$ cat config.mk
export PLATFORM = sky130hd
export DESIGN_NAME = router_input_channel
export DESIGN_NICKNAME = d
export VERILOG_FILES = /design/src/rtl/router_input_channel.sv
export SDC_FILE = /design/constraint.sdc
export NUM_CORES = 1
export LEC_CHECK = 0
export CAP_MARGIN = 20
export CORE_MARGIN = 2
export CORE_UTILIZATION = 55
export CTS_CLUSTER_DIAMETER = 150
export DETAILED_ROUTE_END_ITERATION = 10
export GPL_TIMING_DRIVEN = 0
export PLACE_DENSITY = 0.89
export SETUP_SLACK_MARGIN = 0.15
export SLEW_MARGIN = 30
export SYNTH_ARGS = -nofsm -noshare
export SYNTH_HDL_FRONTEND = slang
export SYNTH_SLANG_ARGS = --single-unit
$ cat constraint.sdc
create_clock -name clk -period 11.7 [get_ports clk]
set_input_delay 1.17 -clock clk [delete_from_list [all_inputs] [get_ports clk]]
set_output_delay 1.17 -clock clk [all_outputs]
set_load 0.02 [all_outputs]
$ cat src/rtl/router_input_channel.sv
// Receive side of an inter-router link: two virtual-channel FIFOs. Polarity picks which
// VC takes flits from the link and which one serves the crossbar in each cycle.
module router_input_channel #(
  parameter  int DATA_W = 64,
  parameter  int DEPTH  = 2,
  parameter  int CNT_W  = 8,
  localparam int PTR_W  = (DEPTH > 1) ? $clog2(DEPTH) : 1,
  localparam int OCC_W  = PTR_W + 1
) (
  input  logic              clk,
  input  logic              reset,
  input  logic              polarity,
  input  logic              send_in,
  input  logic [DATA_W-1:0] data_in,
  output logic              ready_out,
  output logic              req_out,
  output logic [DATA_W-1:0] data_out,
  input  logic              grant_in,
  output logic [OCC_W-1:0]  vc0_cnt,
  output logic [OCC_W-1:0]  vc1_cnt,
  output logic [CNT_W-1:0]  ovf_cnt
);

  // Index 0 is VC0 and index 1 is VC1 throughout.
  logic [DATA_W-1:0] r_mem  [2][DEPTH];
  logic [PTR_W-1:0]  r_wptr [2];
  logic [PTR_W-1:0]  r_rptr [2];
  logic [OCC_W-1:0]  r_cnt  [2];
  logic [CNT_W-1:0]  r_ovf;

  logic w_lvc;
  logic w_svc;
  logic w_ready;
  logic w_req;
  logic w_push;
  logic w_pop;
  logic w_drop;

  assign w_lvc   = ~polarity;
  assign w_svc   = polarity;
  assign w_ready = !reset && (r_cnt[w_lvc] < OCC_W'(DEPTH));
  assign w_req   = !reset && (r_cnt[w_svc] != '0);
  assign w_push  = send_in && w_ready;
  assign w_drop  = send_in && !w_ready && !reset;
  assign w_pop   = w_req && grant_in;

  // Storage has no reset; occupancy counts alone decide which entries are live.
  always_ff @(posedge clk) begin
    if (w_push) begin
      r_mem[w_lvc][r_wptr[w_lvc]] <= data_in;
    end
  end

  // Push and pop always address different VCs, so the two updates never collide.
  always_ff @(posedge clk) begin
    if (reset) begin
      for (int i = 0; i < 2; i++) begin
        r_wptr[i] <= '0;
        r_rptr[i] <= '0;
        r_cnt[i]  <= '0;
      end
    end else begin
      if (w_push) begin
        r_wptr[w_lvc] <= r_wptr[w_lvc] + PTR_W'(1);
        r_cnt[w_lvc]  <= r_cnt[w_lvc] + OCC_W'(1);
      end
      if (w_pop) begin
        r_rptr[w_svc] <= r_rptr[w_svc] + PTR_W'(1);
        r_cnt[w_svc]  <= r_cnt[w_svc] - OCC_W'(1);
      end
    end
  end

  always_ff @(posedge clk) begin
    if (reset) begin
      r_ovf <= '0;
    end else if (w_drop && (r_ovf != '1)) begin
      r_ovf <= r_ovf + CNT_W'(1);
    end
  end

  assign ready_out = w_ready;
  assign req_out   = w_req;
  assign data_out  = w_req ? r_mem[w_svc][r_rptr[w_svc]] : '0;
  assign vc0_cnt   = r_cnt[0];
  assign vc1_cnt   = r_cnt[1];
  assign ovf_cnt   = r_ovf;

endmodule

==> impl_metrics.py <==
metrics = {
    "sta": {
        "relSlewSlack": 0.473,
        "fmax_ghz": 0.180,
        "layout_min_cycle_time_ns": 5.55,
        "setup_viol": 0,
        "finalHoldViolations": 0,
        "period_share": 0.474,
        "rsz0062_at_grt": "no",
        "skew_ns": 0.00588,
        "drv_slew": 0,
        "tightest_slew_ns": 0.790,
        "fin_tns_setup_ns": 0,
    },
    "flow_run": {
        "max_cap_violations": 0,
    },
    "worst_setup_path": {
        "worstPathMaxFanout": 10,
        "cpMostUsedCell": "clkbuf_1",
        "critPathKind": "in2out",
        "path_buf_inv": 5,
        "worst_r2r_path_depth": 5,
        "cp.depth": 9,
        "cp.required_ns": 10.53,
        "cp_slowest_stage_delay_ns": 0.67,
        "slowest_stage": "clkdlybuf4s50_1",
        "r2r_end": "r_mem[1][77]$_DFFE_PP_",
        "arrival_ns": 4.38,
        "critPathCaptureType": "output port",
        "rrSetupSlack_ns": 9.63,
        "crit_chain": "buf_4 > clkbuf_1 > mux2i_1 > ha_1 > or2_2 > clkbuf_1 > clkbuf_1 > a211oi_1 > clkdlybuf4s50_1",
        "crit_path_start_kind": "input pin",
        "r2r_start": "r_cnt[1][1]$_DFFE_PP_",
        "path_delay_family": "buffers and inverters",
    },
    "min_path": {
        "min_to": "ovf_cnt[7]$_SDFFE_PP0P_",
        "min_from": "ovf_cnt[7]$_SDFFE_PP0P_",
        "hp-class": "reg2reg",
        "hold_depth": 2,
    },
    "global_routing": {
        "grtUsageTotal": 0.225,
        "use_met2": 0.399,
        "met1_usage": 0.282,
        "grt_pass1_wl_um": 35000,
        "antenna_found_initial": 0,
        "overflow": 0,
        "gr-usage-met3": 0.0407,
        "grt_max_degree": 34,
        "top_usage_layer": "met2",
        "grt_pass1_vias": 6581,
    },
    "final_layout": {
        "fin_cells": 1110,
        "area_growth_pct": 26.7,
        "fill_cells": 1274,
        "layout_common_cells": "264 x edfxtp_1, 145 x clkdlybuf4s50_1, 128 x a211oi_1",
        "nets": 897,
        "drive_above_1_share": 0.0818,
        "final_common_cell": "edfxtp_1",
    },
    "cts": {
        "numCtsBuffers": 27,
        "postCtsSetupRepairBufs": 0,
        "clk_pin_slew_worst_paths_ns": 0.06,
        "cts_hold_buf": 0,
        "cts_root_buffer": "clkbuf_16",
        "cts_tree": "yes",
        "cts.sinks": 272,
        "insertion_delay_ns": 0.52,
        "max-clock-path-buffers": 3,
        "cts-resized-gates": 0,
        "htree_levels": 1,
    },
    "die": {
        "die_w_um": 144,
        "dieArea_mm2": 0.0206,
        "num_rows": 51,
        "start_util": 0.556,
        "core_area_mm2": 0.0193,
        "num_io_pins": 147,
        "die_y_um": 144,
    },
    "placed_design": {
        "hpwl_um": 15100,
        "gp_congestion": 0.804,
        "dp_cells": 1062,
        "io_buffers": 145,
    },
    "drt": {
        "viasPerCell": 5.76,
        "wl_per_cell_um": 21.1,
        "drc_errors": 0,
        "drt_iter0_drc": 492,
        "drtAntennaViolNets": 0,
        "drtPass1Iterations": 4,
        "dr_total_vias": 6394,
        "wl_um": 23400,
    },
    "logic_synthesis": {
        "synth_cell_types": 32,
        "synth_top_area_share": 0.740,
        "avgSynthCellArea_um2": 16.7,
        "synth.net_count": 713,
        "yosys.area.top_type": "edfxtp_1",
        "synth_xor_area_frac": 0.000818,
        "synth-compound-area-share": 0.101,
        "syn-cell-area_mm2": 0.0107,
        "synthCells": 642,
        "yosysWarnings": 0,
        "synthMuxAreaShare": 0.0649,
        "synth_simple_gate_area_frac": 0.0572,
        "yosys.area_share.adder": 0.00234,
        "synthTopCellsByArea": "edfxtp_1 74%, a211oi_1 9.0%, mux2i_1 6.4%",
        "synth_seq_cells": 272,
        "ys_seq_area_frac": 0.755,
        "synth_top_family_by_area": "compound AO/OA/AOI/OAI gates",
    },
    "power": {
        "net-switching-power_w": 0.000464,
        "power.leakage_nw": 4.37,
        "cell_internal_pwr_w": 0.00165,
        "power_density_mw_per_mm2": 155,
        "sequentialPowerShare": 0.520,
        "swShare": 0.220,
        "combPwrFrac": 0.098,
        "ir_worst_vdd_uv": 110,
        "clkPwrFrac": 0.382,
    },
    "outcome": {
        "status": "complete, no violations",
    },
}
==> sequential cells by signal, summed over array words and instances, names as in the netlist <==
signal / count
ovf_cnt: 8
r_cnt: 4
r_mem: 256
r_rptr: 2
r_wptr: 2
==> area by class of cell <==
cell class                 count  area [µm²]  share of cell area
multi-input combinational    322        2450               0.180
clock buffer                  33         698              0.0514
antenna                        1        2.50            0.000184
clock inverter                14         129             0.00950
buffer                        45         191              0.0141
tap                          265         332              0.0244
timing repair buffer         155        1670               0.123
sequential                   272        8090               0.596
inverter                       3        11.3            0.000830
==> metal layers <==
metal	vias to the layer above	wire, µm
met5	-	0
met4	0	546
met3	41	1810
met2	294	12000
met1	3120	9040
li1	2939	-
==> Yosys cell counts <==
cell type  number
a211oi_1      128
a21o_1          2
a21oi_1         6
a31oi_1         1
and3_1          3
buf_1           2
buf_2          12
buf_4           2
clkbuf_1       29
dfxtp_1         8
edfxtp_1      264
ha_1            2
inv_1           3
mux2_4          1
mux2i_1        68
nand2_1         4
nand2b_1        5
nand3_1         6
nand3b_1        1
nand4_1         1
nor2_1         11
nor2b_1        66
nor3_1          1
nor4_1          2
o21a_1          1
o21ai_0         5
o311ai_4        1
o31ai_1         1
or2_2           1
or3_1           3
or4_1           1
xor2_1          1
==> kinds of logic after synthesis <==
| logic type | Yosys count |
|---|---|
| compound gates | 145 |
| simple gates | 105 |
| buf+inv | 48 |
| fa+ha+maj | 2 |
| mux | 69 |
| flops | 272 |
| xor+xnor | 1 |
==> power by group through the flow <==
stage | combinational [W] | clock (W) | sequential, W
after floorplan | 0.0000983 | 0 | 0.00112
after global placement | 0.000196 | 0 | 0.00112
after detailed placement | 0.000207 | 0 | 0.00112
after CTS | 0.000208 | 0.000820 | 0.00110
after global routing | 0.000221 | 0.000857 | 0.00110
final | 0.000208 | 0.000806 | 0.00110
==> worst max-delay path by stage <==
stage	startpoint	end
detailed placement	polarity	data_out[3]
floorplan	polarity	r_mem[0][100]$_DFFE_PP_
CTS	polarity	data_out[20]
global placement	send_in	r_mem[1][78]$_DFFE_PP_
finish	polarity	data_out[59]
global route	polarity	data_out[22]
==> worst reg2reg max path, cell delays in order, from the launching register on <==
cell and delay (ns):
edfxtp_1 0.47, nor2_1 0.25, nand2_1 0.18, nor2_4 0.44
buf_16 0.24, buf_8 0.19
==> through the flow <==
step	instance area, µm²	hold slack (ns)	util	power, W	setup slack, ns
6_report	13600	0.525	0.704	0.00211	6.15
5_1_grt	13600	0.562	0.704	0.00218	5.97
4_1_cts	13600	0.527	0.704	0.00212	6.18
3_5_place_dp	12700	0.518	0.661	0.00132	6.17
3_3_place_gp	12500	0.502	0.648	0.00131	4.40
2_1_floorplan	10700	0.545	-	0.00122	6.90
Power figures use the tool's default switching activity.
